$ cat src/rtl/usb_tx_serializer.sv
`default_nettype none
// ============================================================================
// usb_tx_serializer : USB full-speed NRZI serializer with SYNC, bit stuffing, EOP
// Revision: 1.0
// ============================================================================
module usb_tx_serializer #(
    parameter int CLKS_PER_BIT = 8,
    parameter int STUFF_LEN    = 6,
    parameter int EOP_SE0_BITS = 2,
    parameter int DATA_W       = 8
) (
    input  logic              clk,
    input  logic              rst,
    input  logic              tx_start_i,
    input  logic [DATA_W-1:0] tx_data_i,
    input  logic              tx_valid_i,
    input  logic              tx_last_i,
    output logic              tx_ready_o,
    output logic              d_plus_o,
    output logic              d_minus_o,
    output logic              busy_o,
    output logic              eop_done_o,
    output logic              underrun_o
);
    localparam int CNT_W  = (CLKS_PER_BIT > 1) ? $clog2(CLKS_PER_BIT) : 1;
    localparam int ONES_W = $clog2(STUFF_LEN + 1);
    localparam int REM_W  = $clog2(DATA_W + 1);
    localparam int EOP_W  = (EOP_SE0_BITS > 1) ? $clog2(EOP_SE0_BITS) : 1;

    typedef enum logic [2:0] {
        S_IDLE    = 3'd0,
        S_SYNC    = 3'd1,
        S_DATA    = 3'd2,
        S_EOP_SE0 = 3'd3,
        S_EOP_J   = 3'd4
    } state_t;

    state_t              state_q, state_d;
    logic [CNT_W-1:0]    cnt_q, cnt_d;
    logic [2:0]          sync_q, sync_d;
    logic [ONES_W-1:0]   ones_q, ones_d;
    logic [DATA_W-1:0]   sh_q, sh_d, buf_q, buf_d;
    logic [REM_W-1:0]    rem_q, rem_d;
    logic [EOP_W-1:0]    eop_q, eop_d;
    logic                buf_full_q, buf_full_d, last_acc_q, last_acc_d;
    logic                dp_q, dp_d, dm_q, dm_d;
    logic                eop_done_q, eop_done_d, underrun_q, underrun_d;

    logic                bit_end, stuff, accept, have_word, bit_valid, bit_val;
    logic [DATA_W-1:0]   src_sh;
    logic [REM_W-1:0]    src_rem;

    assign busy_o     = (state_q != S_IDLE);
    assign tx_ready_o = ((state_q == S_SYNC) || (state_q == S_DATA)) && !buf_full_q && !last_acc_q;
    assign d_plus_o   = dp_q;
    assign d_minus_o  = dm_q;
    assign eop_done_o = eop_done_q;
    assign underrun_o = underrun_q;

    always_comb begin
        state_d    = state_q;
        cnt_d      = cnt_q;
        sync_d     = sync_q;
        ones_d     = ones_q;
        sh_d       = sh_q;
        buf_d      = buf_q;
        rem_d      = rem_q;
        eop_d      = eop_q;
        buf_full_d = buf_full_q;
        last_acc_d = last_acc_q;
        dp_d       = dp_q;
        dm_d       = dm_q;
        eop_done_d = 1'b0;
        underrun_d = 1'b0;
        bit_valid  = 1'b0;
        bit_val    = 1'b0;
        src_sh     = sh_q;
        src_rem    = rem_q;

        bit_end   = (cnt_q == CNT_W'(CLKS_PER_BIT - 1));
        stuff     = (ones_q == ONES_W'(STUFF_LEN));
        accept    = tx_valid_i && tx_ready_o;
        have_word = buf_full_q || accept;

        if (accept) begin
            buf_d      = tx_data_i;
            buf_full_d = 1'b1;
            if (tx_last_i) begin
                last_acc_d = 1'b1;
            end
        end

        case (state_q)
            S_IDLE: begin
                cnt_d      = '0;
                buf_full_d = 1'b0;
                last_acc_d = 1'b0;
                if (tx_start_i) begin
                    // First SYNC bit is a 0, so the line toggles from J to K at once.
                    state_d = S_SYNC;
                    sync_d  = '0;
                    ones_d  = '0;
                    rem_d   = '0;
                    dp_d    = 1'b0;
                    dm_d    = 1'b1;
                end
            end
            S_SYNC, S_DATA: begin
                cnt_d = bit_end ? '0 : cnt_q + CNT_W'(1);
                if (bit_end) begin
                    if ((state_q == S_SYNC) && (sync_q != 3'd7)) begin
                        sync_d    = sync_q + 3'd1;
                        bit_valid = 1'b1;
                        bit_val   = (sync_q == 3'd6);
                    end else begin
                        // Word exhausted: pull the next one, bypassing the buffer if it arrives now.
                        if ((rem_q == '0) && have_word) begin
                            src_sh     = buf_full_q ? buf_q : tx_data_i;
                            src_rem    = REM_W'(DATA_W);
                            buf_full_d = 1'b0;
                        end
                        if (stuff) begin
                            bit_valid = 1'b1;
                            bit_val   = 1'b0;
                            sh_d      = src_sh;
                            rem_d     = src_rem;
                            state_d   = S_DATA;
                        end else if (src_rem != '0) begin
                            bit_valid = 1'b1;
                            bit_val   = src_sh[0];
                            sh_d      = src_sh >> 1;
                            rem_d     = src_rem - REM_W'(1);
                            state_d   = S_DATA;
                        end else begin
                            state_d    = S_EOP_SE0;
                            eop_d      = '0;
                            dp_d       = 1'b0;
                            dm_d       = 1'b0;
                            underrun_d = !last_acc_q;
                        end
                    end
                end
            end
            S_EOP_SE0: begin
                cnt_d = bit_end ? '0 : cnt_q + CNT_W'(1);
                if (bit_end) begin
                    if (eop_q == EOP_W'(EOP_SE0_BITS - 1)) begin
                        state_d = S_EOP_J;
                        dp_d    = 1'b1;
                        dm_d    = 1'b0;
                    end else begin
                        eop_d = eop_q + EOP_W'(1);
                    end
                end
            end
            S_EOP_J: begin
                cnt_d = bit_end ? '0 : cnt_q + CNT_W'(1);
                if (bit_end) begin
                    state_d    = S_IDLE;
                    eop_done_d = 1'b1;
                end
            end
            default: begin
                state_d = S_IDLE;
                dp_d    = 1'b1;
                dm_d    = 1'b0;
            end
        endcase

        if (bit_valid) begin
            dp_d   = bit_val ? dp_q : ~dp_q;
            dm_d   = ~dp_d;
            ones_d = bit_val ? ones_q + ONES_W'(1) : '0;
        end
    end

    always_ff @(posedge clk) begin
        if (rst) begin
            state_q    <= S_IDLE;
            cnt_q      <= '0;
            sync_q     <= '0;
            ones_q     <= '0;
            sh_q       <= '0;
            buf_q      <= '0;
            rem_q      <= '0;
            eop_q      <= '0;
            buf_full_q <= 1'b0;
            last_acc_q <= 1'b0;
            dp_q       <= 1'b1;
            dm_q       <= 1'b0;
            eop_done_q <= 1'b0;
            underrun_q <= 1'b0;
        end else begin
            state_q    <= state_d;
            cnt_q      <= cnt_d;
            sync_q     <= sync_d;
            ones_q     <= ones_d;
            sh_q       <= sh_d;
            buf_q      <= buf_d;
            rem_q      <= rem_d;
            eop_q      <= eop_d;
            buf_full_q <= buf_full_d;
            last_acc_q <= last_acc_d;
            dp_q       <= dp_d;
            dm_q       <= dm_d;
            eop_done_q <= eop_done_d;
            underrun_q <= underrun_d;
        end
    end

endmodule
`default_nettype wire
$ cat config.mk
export PLATFORM = sky130hd
export DESIGN_NAME = usb_tx_serializer
export DESIGN_NICKNAME = d
export VERILOG_FILES = /design/src/rtl/usb_tx_serializer.sv
export SDC_FILE = /design/constraint.sdc
export NUM_CORES = 1
export LEC_CHECK = 0
export BUFFER_PORTS_ARGS = -buffer_cell sky130_fd_sc_hd__buf_2
export CAP_MARGIN = 25
export CORE_MARGIN = 8
export CORE_UTILIZATION = 44
export CTS_BUF_LIST = sky130_fd_sc_hd__clkbuf_4 sky130_fd_sc_hd__clkbuf_8
export CTS_CLUSTER_DIAMETER = 100
export DETAILED_ROUTE_END_ITERATION = 8
export PLACE_DENSITY = 0.67
export SKIP_CTS_REPAIR_TIMING = 1
export SYNTH_ARGS = -nofsm -noshare
export SYNTH_HDL_FRONTEND = slang
export SYNTH_SLANG_ARGS = --single-unit
$ cat constraint.sdc
create_clock -name clk -period 4.8 [get_ports clk]
set_input_delay 0.24 -clock clk [delete_from_list [all_inputs] [get_ports clk]]
set_output_delay 0.24 -clock clk [all_outputs]
set_load 0.01 [all_outputs]
Word-level counts from Yosys, hierarchy flattened
Index checks and enable logic that the tools add are counted.
Cells by class
  add/sub/neg operators: 5
  eq/ne operators: 26
  muxes and demuxes: 66
  bitwise logic cells: 6
  reductions and logical operators: 32
Operator list (number)
  $mux 3: 13
  $mux 4: 9
  $mux 1: 32
  $mux 8: 4
  $ne 3x3->1 const B: 9
  $ne 2x2->1 const B: 10
  $eq 3x3->1 const B: 4
  $pmux 3 s2: 2
  $pmux 3 s4: 1
  $reduce_and 6->1: 2
  $reduce_bool 2->1: 6
  $add 3x1->3 const B: 3
  $pmux 1 s4: 2
  $pmux 4 s2: 1
  $reduce_and 4->1: 2
  $reduce_and 8->1: 1
  $eq 3x2->1 const B: 2
  $not 1->1: 6
  $reduce_or 2->1: 3
  $reduce_or 6->1: 1
  $logic_and 1x1->1: 5
  $reduce_and 5->1: 1
  $logic_not 4->1: 1
  $pmux 1 s2: 2
  other kinds (10): 13
Word-level totals
  bits in registers: 39
  bits of input ports: 13
  output and inout bits: 6

Depth between registers and ports, before layout
Gate-level depths: netlist of run 1.
  word-level depth: 20
  depth in mapped cells: 9
  depth with buffers taken out: 8

Least setup slack after synthesis of run 1
Ideal clock, no wire load.
  kind: register -> register
  start: register sync_q[0]
  end: register dm_q, in the netlist d_minus_o
  library setup time: 0.122 ns
  data arrival time: 1.905 ns
  setup slack: 2.772 ns
  stages on the path, launching flop included: 10
  path buffers: 1
  cell sequence: dfxtp_1 ha_1 ha_1 nor4b_4 buf_4 nand3_1 o41ai_1 o31a_1 nor4_1 a221o_2
Between the ends
  longest elaborated chain between the ends: 8
RTL lines
  from (decl): RTL line 40  | logic [2:0] sync_q, sync_d;
  from (signal assigned): RTL line 196  | sync_q <= sync_d;
  parallel branches: the longest is 8 deep, another holds $reduce_and 8->1
  to (signal assigned): RTL line 205  | dm_q <= dm_d;
  to (decl): RTL line 46  | logic dp_q, dp_d, dm_q, dm_d;
Parallel ways; which one is timed is not known.
A chain may end at the register's enable or synchronous reset.

Worst setup path after layout of run 1
  start: register state_q[1]
  end: register sh_q[0]
Between the ends
  longest elaborated chain between the ends: 14
RTL lines
  from (decl): RTL line 38  | state_t state_q, state_d;
  from (signal assigned): RTL line 194  | state_q <= state_d;
  $eq 3x1->1 / $eq 3x2->1 (equally long branches): RTL line 54, 93, 111
  $logic_or 1x1->1: RTL line 54  | assign tx_ready_o = ((state_q == S_SYNC) || (state_q == S_DATA)) && !buf_full_q && !last_acc_q;
  $logic_and 1x1->1 (2 in a row): RTL line 54
  $logic_and 1x1->1: RTL line 82  | accept = tx_valid_i && tx_ready_o;
  $logic_or 1x1->1: RTL line 83  | have_word = buf_full_q || accept;
  $logic_and 1x1->1: RTL line 117  | if ((rem_q == '0) && have_word) begin
  $mux 4: RTL line 117
  $mux 4: RTL line 111  | if ((state_q == S_SYNC) && (sync_q != 3'd7)) begin
  $mux 4: RTL line 110  | if (bit_end) begin
  $mux 4: RTL line 93  | case (state_q)
  $reduce_bool 4->1: RTL line 128  | end else if (src_rem != '0) begin
  $reduce_bool 2->1 (no source line)
  $reduce_and 4->1 (no source line)
  to (signal assigned): RTL line 183  | sh_q <= '0;
  to (signal assigned): RTL line 198  | sh_q <= sh_d;
  to (decl): RTL line 42  | logic [DATA_W-1:0] sh_q, sh_d, buf_q, buf_d;
Several ways; a longest one is shown, not always the timed one. The select of a mux whose other input is x is not followed.

==> results of run 1 <==
## path summary, 6_finish.rpt
kind	from	endpoint	slack, ns	depth (start not counted)
max	state_q[1]	sh_q[0]	2.25	6
min	tx_data_i[2]	buf_q[2]	0.20	3
max reg2reg	state_q[1]	sh_q[0]	2.25	6
min reg2reg	buf_q[4]	buf_q[4]	0.45	2
## cell usage after synthesis (3+ instances only)
| library cell | instances | share of area (%) |
|---|---|---|
| a21oi_1 | 23 | 5.0 |
| nand3_1 | 20 | 4.3 |
| clkbuf_1 | 9 | 1.5 |
| mux2_2 | 10 | 4.9 |
| nor2_1 | 24 | 3.9 |
| nor3_1 | 9 | 2.0 |
| o22ai_1 | 6 | 1.6 |
| a211oi_1 | 4 | 1.3 |
| inv_1 | 12 | 2.0 |
| buf_4 | 4 | 1.3 |
| nor4_1 | 6 | 1.6 |
| nand4_1 | 3 | 0.81 |
| a31oi_1 | 3 | 0.81 |
| o21ai_0 | 14 | 3.0 |
| and2_1 | 3 | 0.81 |
| dfxtp_1 | 39 | 34 |
| mux2i_1 | 4 | 1.7 |
| nand2_1 | 31 | 5.0 |
| ha_1 | 9 | 4.9 |
| o21a_1 | 3 | 0.98 |
## layout make-up
class	instances	area [um^2]
clock buffers	6	82.6
repair buffers	18	90.1
clock inverters	2	35.0
multi-input cells	218	1390
inverters	12	45.0
flip-flops and latches	39	781
well taps	70	87.6
fillers	518	2560
## layout by cell type (no fill, tap or decap), types with 2 or more instances in the layout
| cell type | n |
|---|---|
| dfxtp_1 | 39 |
| nand2_1 | 31 |
| nor2_1 | 24 |
| a21oi_1 | 23 |
| nand3_1 | 20 |
| buf_2 | 18 |
| o21ai_0 | 14 |
| inv_1 | 12 |
| mux2_2 | 10 |
| nor3_1 | 9 |
| ha_1 | 9 |
| nor4_1 | 6 |
| o22ai_1 | 6 |
| clkbuf_8 | 6 |
| mux2i_1 | 4 |
| a211oi_1 | 4 |
| and2_1 | 3 |
| o21a_1 | 3 |
| a31oi_1 | 3 |
| nand4_1 | 3 |
| xnor2_1 | 2 |
| nor3b_1 | 2 |
| o21ai_1 | 2 |
| nor2_4 | 2 |
| a21o_1 | 2 |
| and3_1 | 2 |
| nand2b_1 | 2 |
| o41ai_1 | 2 |
| o21bai_1 | 2 |
| nand4b_1 | 2 |
## flip-flops by register name, indices dropped and copies added, names as in the netlist
name and count:
buf_q 8, eop_done_o 1, sh_q 8, buf_full_q 1
eop_q 1, sync_q 3, cnt_q 3, underrun_o 1
last_acc_q 1, rem_q 4, ones_q 3, state_q 3
d_plus_o 1, d_minus_o 1
## power groups by stage
| stage | logic, mW | registers (mW) | clock network, mW |
|---|---|---|---|
| 3_3_place_gp | 0.109 | 0.348 | 0 |
| 4_1_cts | 0.111 | 0.340 | 0.293 |
| 5_1_grt | 0.125 | 0.342 | 0.309 |
| 3_5_place_dp | 0.110 | 0.348 | 0 |
| 2_1_floorplan | 0.0933 | 0.345 | 0 |
| 6_report | 0.112 | 0.341 | 0.287 |
## critical path, stage by stage, from the launching register on
cell	delay, ns
dfxtp_1	0.64
xnor2_1	0.17
nor4_2	0.77
a32oi_1	0.26
o21ai_0	0.28
o22ai_1	0.12
a211oi_1	0.23
## metal layers
layer,global-route usage (%),part of all wire (%),vias up
met1,20.4,48,949
li1,-,-,1053
met4,4.92,1.5,0
met5,0,0,-
met2,22.3,44,69
met3,3.99,7.2,9
## cells by family (layout without fill, tap and decap cells)
| group | after synthesis | after routing | synth area share, % |
|---|---|---|---|
| buf+inv | 29 | 38 | 5.85 |
| xor+xnor | 3 | 3 | 1.14 |
| compound gates | 76 | 76 | 21.5 |
| fa+ha+maj | 9 | 9 | 4.88 |
| flops | 39 | 39 | 33.8 |
| mux | 15 | 15 | 7.10 |
| simple gates | 115 | 115 | 25.8 |
==> summary.md, run 1 <==
| Metric | Value |
|---|---|
| Outcome | complete, no violations |
| First-pass GRT wire length | 9380 um |
| Seq pwr share | 46.0% |
| Hold Crit Class | in -> reg |
| Layout Skew | 0.00654 ns |
| Clk root buf | clkbuf_8 |
| Pre-Repair DR Iteration Count | 4 |
| P_sw | 198 uW |
| CP max FO | 13 |
| Finished Cell Area | 2510 um^2 |
| Worst-Skew Late Latency | 0.29 ns |
| Slew Viols, Final | 0 |
| Num ports | 19 |
| Type of the worst setup path | reg -> reg |
| Power Density | 294 nW/um^2 |
| Syn Area/Cell | 8.08 um^2 |
| Initial core utilization | 45.5% |
| Sequential-to-total area share from yosys stat | 33.8% |
| WL per Instance | 14.7 um |
| Cells after DPL | 357 |
| Row cnt | 26 |
| DRT iter0 DRCs | 251 |
| Die W | 88.5 um |
| Worst Setup End Kind | flop |
| CP required | 5.01 ns |
| Asr flop ratio synth | 0% |
| Die area | 7820 um^2 |
| Setup_tns | 0 ns |
| Chip Height | 88.5 um |
| Total Wirelength | 5350 um |
| Worst VDD drop | 0.000131 V |
| Clock network fraction of total power | 38.8% |
| Syn Inst Count | 286 |
| Largest net degree at the start of global routing | 34 |
| CP Data Arrival Time | 2.76 ns |
| Worst-Margin Slew | 0.998 ns |
| DR vias/cell | 5.70 |
| # diodes | 0 |
| Layout area overhead | 8.88% |
| GRT Util Overall | 15.0% |
| Antenna Nets Post-Route | 0 |
| Final Total Pwr | 740 uW |
| FF+latch count, synth | 39 |
| Post-DP HPWL | 3780 um |
| RSZ-0062 raised after global routing | false |
| CP startpoint kind | flop |
| Clock transition at path regs | 0.08 ns |
| GR Overflow Total | 0 |
| Max Fclk | 0.392 GHz |
| Tmin final | 2.55 ns |
| CORE AREA | 5070 um^2 |
| DP Area | 2400 um^2 |
| DR vias | 2080 |
| Syn Nets | 308 |
| IO buf count | 18 |
| Vias in the first global route | 1946 |
| Post-Syn Area | 2310 um^2 |
| Post-synth EDFFs | 0 |
| Switching Share | 26.7% |
| Final setup viols | 0 |
| GPL Wtd Cong | 0.902 |
| Clock sinks | 39 |
| Gate power share | 15.1% |
| # H-tree levels | 2 |
| Maxcap violations | 0 |
| CTS buffer count | 5 |
| Synth cell types | 59 |
| Synth warn | 0 |
| Max_slew headroom | 32.9% |
| Nets | 316 |
| Pre-CTS WS | 2.29 ns |
| Slack of the critical path | 2.25 ns |
| Endpoints failing hold | 0 |
| Max Root-Sink Buffers | 2 |
| Final Util | 49.6% |
| LEAKAGE | 0.933 nW |
| CTS tree | yes |
| # DRC | 0 |
| Layout cell share with drive strength beyond 1 | 16.3% |
| Initial antenna violation count | 0 |
| Fin crit share | 53.1% |
| Min Hold Slack | 0.197 ns |
| Synth Flop Type | dfxtp_1 |
| Post-Layout Cell Count | 365 |
| Internal | 542 uW |
No activity file was read; power rests on OpenSTA's default activity.
==> inputs of run 2 (changes only) <==
--- a/config.mk
+++ b/config.mk
@@ -12,7 +12,7 @@
 export CTS_BUF_LIST = sky130_fd_sc_hd__clkbuf_4 sky130_fd_sc_hd__clkbuf_8
 export CTS_CLUSTER_DIAMETER = 100
 export DETAILED_ROUTE_END_ITERATION = 8
-export PLACE_DENSITY = 0.67
+export PLACE_DENSITY = 0.69
 export SKIP_CTS_REPAIR_TIMING = 1
 export SYNTH_ARGS = -nofsm -noshare
 export SYNTH_HDL_FRONTEND = slang
==> constraint.sdc (replaced) <==
create_clock -name clk -period 2.3 [get_ports clk]
set_input_delay 0.115 -clock clk [delete_from_list [all_inputs] [get_ports clk]]
set_output_delay 0.115 -clock clk [all_outputs]
set_load 0.01 [all_outputs]
==> summary.md, run 2 (synthesis results as in run 1) <==
| Metric | Value |
|---|---|
| Worst-Margin Slew | 0.509 ns |
| CP max FO | 5 |
| Clock transition at path regs | 0.08 ns |
| # DRC | 0 |
| CORE AREA | 5070 um^2 |
| Switching Share | 27.3% |
| Worst Setup End Kind | flop |
| Maxcap violations | 0 |
| Most common cell after layout, fill and taps aside | dfxtp_1 |
| GR Overflow Total | 0 |
| Initial antenna violation count | 0 |
| Fill count | 497 |
| Slew Viols, Final | 0 |
| Outcome | complete, no violations |
| Setup_tns | 0 ns |
| CP Data Arrival Time | 2.30 ns |
| Vias in the first global route | 2002 |
| Layout cell share with drive strength beyond 1 | 20.9% |
| Row cnt | 26 |
| P_sw | 423 uW |
| Final setup viols | 0 |
| Internal | 1.13 mW |
| WHS Path Cells | 3 |
| Max Fclk | 0.473 GHz |
| Fin crit share | 91.8% |
| Worst path bufs/invs | 0 |
| DR vias | 2167 |
| Max_slew headroom | 66.0% |
| Worst VDD drop | 0.000278 V |
| Pre-Repair DR Iteration Count | 5 |
| Gate power share | 17.5% |
| Clock sinks | 39 |
| DRT iter0 DRCs | 230 |
| Reg2reg path depth | 8 |
| Layout Skew | 0.0103 ns |
| M1 wire length | 2660 um |
| Layout area overhead | 14.3% |
| Highest Signal Layer | met4 |
| Die area | 7820 um^2 |
| Largest registers | buf_q: 8 flops, sh_q: 8 flops, rem_q: 4 flops |
| Max incr delay on CP | 0.36 ns |
| Initial core utilization | 45.5% |
| Die W | 88.5 um |
| Seq pwr share | 45.5% |
| CTS buffer count | 5 |
| WL per Instance | 14.3 um |
| R2r setup slk | 0.19 ns |
| Hold Path Origin | tx_data_i[5] |
| CTS tree | yes |
| Worst-Skew Late Latency | 0.29 ns |
| Cell family with most CP delay | compound AO/OA/AOI/OAI gates |
| Largest net degree at the start of global routing | 33 |
| WL met3 | 301 um |
| CP max-delay cell | dfxtp_1 |
| Final Total Pwr | 1.55 mW |
| Reg2reg end | rem_q[1] |
| Clk root buf | clkbuf_8 |
| Antenna Nets Post-Route | 0 |
| # diodes | 0 |
| Crit. path cell count | 8 |
| DR vias/cell | 5.69 |
| Critical path, cell by cell | ha_1 -> ha_1 -> nand3_1 -> o22a_1 -> nor2_1 -> o21ai_1 -> o21a_1 -> o21a_1 |
| Most frequent cells in the layout | dfxtp_1, nand2_1, nor2_1, a21oi_1, nand3_1 |
| RSZ-0062 raised after global routing | false |
| Reg2Reg Launch Point | sync_q[1] |
| Hold Crit Class | in -> reg |
| CP startpoint kind | flop |
| LEAKAGE | 1.01 nW |
| Type of the worst setup path | reg -> reg |
| GPL Wtd Cong | 0.868 |
| End of the worst hold path | buf_q[5] |
| Nets | 332 |
| Num ports | 19 |
| First-pass GRT wire length | 9140 um |
| IO buf count | 18 |
| Power Density | 588 nW/um^2 |
| Met2 Routed Length | 2420 um |
| Clock network fraction of total power | 37.0% |
| CP required | 2.48 ns |
| # H-tree levels | 2 |
| Post-DP HPWL | 3980 um |
| Chip Height | 88.5 um |
| Total Wirelength | 5460 um |
| Endpoints failing hold | 0 |
| GRT Util Overall | 14.6% |
| Tmin final | 2.11 ns |
| Max Root-Sink Buffers | 2 |
[run 2: cell count changes in the layout (fill, tap and decap cells not counted)]
cell and change:
or3b_1 -1, or3b_4 +1, o21ai_2 -1, clkinv_4 +1
clkbuf_8 -1, buf_4 +16, o21ai_4 +1
[run 2: power groups by stage]
| stage | clock network, mW | registers (mW) | logic, mW |
|---|---|---|---|
| 2_1_floorplan | 0 | 0.720 | 0.195 |
| 3_3_place_gp | 0 | 0.721 | 0.256 |
| 3_5_place_dp | 0 | 0.722 | 0.258 |
| 4_1_cts | 0.591 | 0.706 | 0.259 |
| 5_1_grt | 0.627 | 0.709 | 0.296 |
| 6_report | 0.574 | 0.706 | 0.271 |
[run 2: worst max-delay path by stage]
| stage | from | end | slack [ns] |
|---|---|---|---|
| CTS | rem_q[0] | sh_q[5] | 0.09 |
| floorplan | sync_q[0] | d_minus_o | 0.27 |
| global placement | rem_q[0] | rem_q[1] | 0.13 |
| detailed placement | rem_q[0] | rem_q[1] | 0.11 |
| global route | sync_q[1] | rem_q[1] | 0.03 |
| finish | sync_q[1] | rem_q[1] | 0.19 |
[run 2: cell type report]
type	count	area, um^2	area share, %
clock buffer	5	68.8	2.61
clock inverter	3	43.8	1.66
inverter	12	45.0	1.71
multi-input combinational	218	1400	53.2
sequential	39	781	29.6
tap	70	87.6	3.32
timing repair buffer	34	210	7.96
[run 2: routing by layer]
layer  up-vias  track usage, %
met5         -               0
met4         0            5.38
met3         9            3.25
met2        63            22.7
met1      1011            19.0
li1       1084               -
[run 2: metrics by stage]
stage | setup slack (ns) | cell area (um^2) | std cells | utilization [%] | hold WS (ns)
finish | 0.188 | 2640 | 381 | 52.0 | 0.0732
detailed placement | 0.107 | 2520 | 373 | 49.6 | 0.387
CTS | 0.0933 | 2630 | 381 | 51.8 | 0.0684
floorplan | 0.272 | 2310 | 286 | - | 0.259
global route | 0.0258 | 2640 | 381 | 52.0 | 0.0747
global placement | 0.129 | 2520 | 373 | 49.6 | 0.375
[run 2: worst min-delay path, cell delays in order]
cell,delay (ns)
buf_2,0.10
nand3_1,0.06
a21oi_1,0.05
==> inputs of run 3 (changes only) <==
--- a/config.mk
+++ b/config.mk
@@ -8,11 +8,11 @@
 export BUFFER_PORTS_ARGS = -buffer_cell sky130_fd_sc_hd__buf_2
 export CAP_MARGIN = 25
 export CORE_MARGIN = 8
-export CORE_UTILIZATION = 44
+export CORE_UTILIZATION = 56
 export CTS_BUF_LIST = sky130_fd_sc_hd__clkbuf_4 sky130_fd_sc_hd__clkbuf_8
 export CTS_CLUSTER_DIAMETER = 100
 export DETAILED_ROUTE_END_ITERATION = 8
-export PLACE_DENSITY = 0.69
+export PLACE_DENSITY = 0.83
 export SKIP_CTS_REPAIR_TIMING = 1
 export SYNTH_ARGS = -nofsm -noshare
 export SYNTH_HDL_FRONTEND = slang
==> summary.md, run 3 (synthesis results as in run 1) <==
| Metric | Value |
|---|---|
| Outcome | complete, no violations |
| CP required | 2.54 ns |
| Vias in the first global route | 2150 |
| Cell family with most CP delay | simple AND/OR/NAND/NOR gates |
| Max incr delay on CP | 0.45 ns |
| Clk root buf | clkbuf_8 |
| Clock transition at path regs | 0.08 ns |
| Hold Path Origin | tx_data_i[4] |
| Layout Skew | 0.00274 ns |
| Max Root-Sink Buffers | 2 |
| Max_slew headroom | 55.5% |
| Final setup viols | 0 |
| Slew Viols, Final | 0 |
| GPL Wtd Cong | 0.902 |
| Worst VDD drop | 0.000307 V |
| Met1 GRT Util | 23.3% |
| GR Overflow Total | 0 |
| R2r setup slk | 0.13 ns |
| CORE AREA | 4000 um^2 |
| Fill count | 330 |
| Total Wirelength | 5710 um |
| Largest registers | buf_q: 8 flops, sh_q: 8 flops, rem_q: 4 flops |
| Finished Cell Area | 2620 um^2 |
| Clock sinks | 39 |
| Chip Height | 80.2 um |
| Layout area overhead | 13.5% |
| Most frequent cells in the layout | dfxtp_1, nand2_1, nor2_1, a21oi_1, nand3_1 |
| IO buf count | 18 |
| Post-DP HPWL | 3950 um |
| First-pass GRT wire length | 9580 um |
| Largest net degree at the start of global routing | 34 |
| Met3 Track Usage GR | 5.25% |
| Layout cell share with drive strength beyond 1 | 22.0% |
| Num ports | 19 |
| Die area | 6440 um^2 |
| WL per Instance | 15.7 um |
| P_sw | 421 uW |
| Worst path bufs/invs | 2 |
| Initial core utilization | 57.7% |
| # H-tree levels | 2 |
| Pre-Repair DR Iteration Count | 4 |
| DR vias/cell | 6.18 |
| Critical path, cell by cell | inv_1 -> ha_1 -> or3b_4 -> buf_4 -> nor2_4 -> mux2i_1 -> o31a_1 -> nor4_1 -> a221o_2 |
| Power Density | 560 nW/um^2 |
| CP startpoint kind | flop |
| GRT Util Overall | 18.3% |
| Antenna Nets Post-Route | 0 |
| RSZ-0062 raised after global routing | false |
| Max Fclk | 0.461 GHz |
| Fin crit share | 94.3% |
| Seq pwr share | 48.2% |
| Clock network fraction of total power | 32.4% |
| Nets | 335 |
| Met2 usage | 27.7% |
| Setup_tns | 0 ns |
| Hold Crit Class | in -> reg |
| Busiest grt layer | met2 |
| Worst-Skew Late Latency | 0.29 ns |
| # diodes | 0 |
| DP Area | 2510 um^2 |
| CTS tree | yes |
| Internal | 1.05 mW |
| Maxcap violations | 0 |
| CP Data Arrival Time | 2.41 ns |
| Worst Setup End Kind | flop |
| Initial antenna violation count | 0 |
| # DRC | 0 |
| Critical Path Source | rem_q[0] |
| Worst-Margin Slew | 0.668 ns |
| Reg2Reg Launch Point | rem_q[0] |
| CTS buffer count | 5 |
| DRT iter0 DRCs | 247 |
| Tmin final | 2.17 ns |
| Row cnt | 23 |
| LEAKAGE | 1.02 nW |
| Most common cell after layout, fill and taps aside | dfxtp_1 |
| Switching Share | 28.7% |
| Type of the worst setup path | reg -> reg |
| Gate power share | 19.5% |
| Endpoints failing hold | 0 |
| CP max-delay cell | or3b_4 |
| CP max FO | 7 |
| DR vias | 2243 |
| Die W | 80.2 um |
run 3: per-stage QoR:
step	util [%]	std cells	power, mW	worst slack (ns)	hold WS, ns
2_1_floorplan	-	286	0.915	0.272	0.259
3_3_place_gp	62.9	356	0.982	0.125	0.377
3_5_place_dp	62.9	356	0.987	0.0695	0.388
4_1_cts	65.1	363	1.46	0.0355	0.0746
5_1_grt	65.5	363	1.55	0.0348	0.0798
6_report	65.5	363	1.47	0.132	0.0754
run 3: layout make-up:
cell class | instances | area [um^2] | area share (%)
clock buffers | 6 | 82.6 | 3.15
repair buffers | 37 | 233 | 8.88
clock inverters | 1 | 5.00 | 0.191
multi-input cells | 218 | 1410 | 53.9
well taps | 50 | 62.6 | 2.39
inverters | 12 | 45.0 | 1.72
flip-flops and latches | 39 | 781 | 29.8
run 3: layer usage:
metal	vias up	share of wire [%]
li1	1095	-
met1	1057	45
met2	70	46
met3	21	6.4
met4	0	2.9
met5	-	0
run 3: power groups by stage:
stage	clock, mW	sequential, mW	combinational, mW
5_1_grt	0.520	0.710	0.315
4_1_cts	0.485	0.707	0.266
3_3_place_gp	0	0.722	0.260
3_5_place_dp	0	0.722	0.265
6_report	0.476	0.708	0.286
2_1_floorplan	0	0.720	0.195
run 3: worst paths after layout:
kind / end / depth (start not counted)
worst max register to register: d_minus_o / 9
worst max-delay path: d_minus_o / 9
worst min-delay path: buf_q[4] / 3
worst min register to register: sh_q[7] / 2
run 3: worst reg2reg max path: cells and delay by family (launching register included):
| kind | cells | cell delay [ns] |
|---|---|---|
| compound gates | 2 | 0.47 |
| fa+ha+maj | 1 | 0.19 |
| buf+inv | 2 | 0.26 |
| flops | 1 | 0.31 |
| mux | 1 | 0.06 |
| simple gates | 3 | 0.82 |
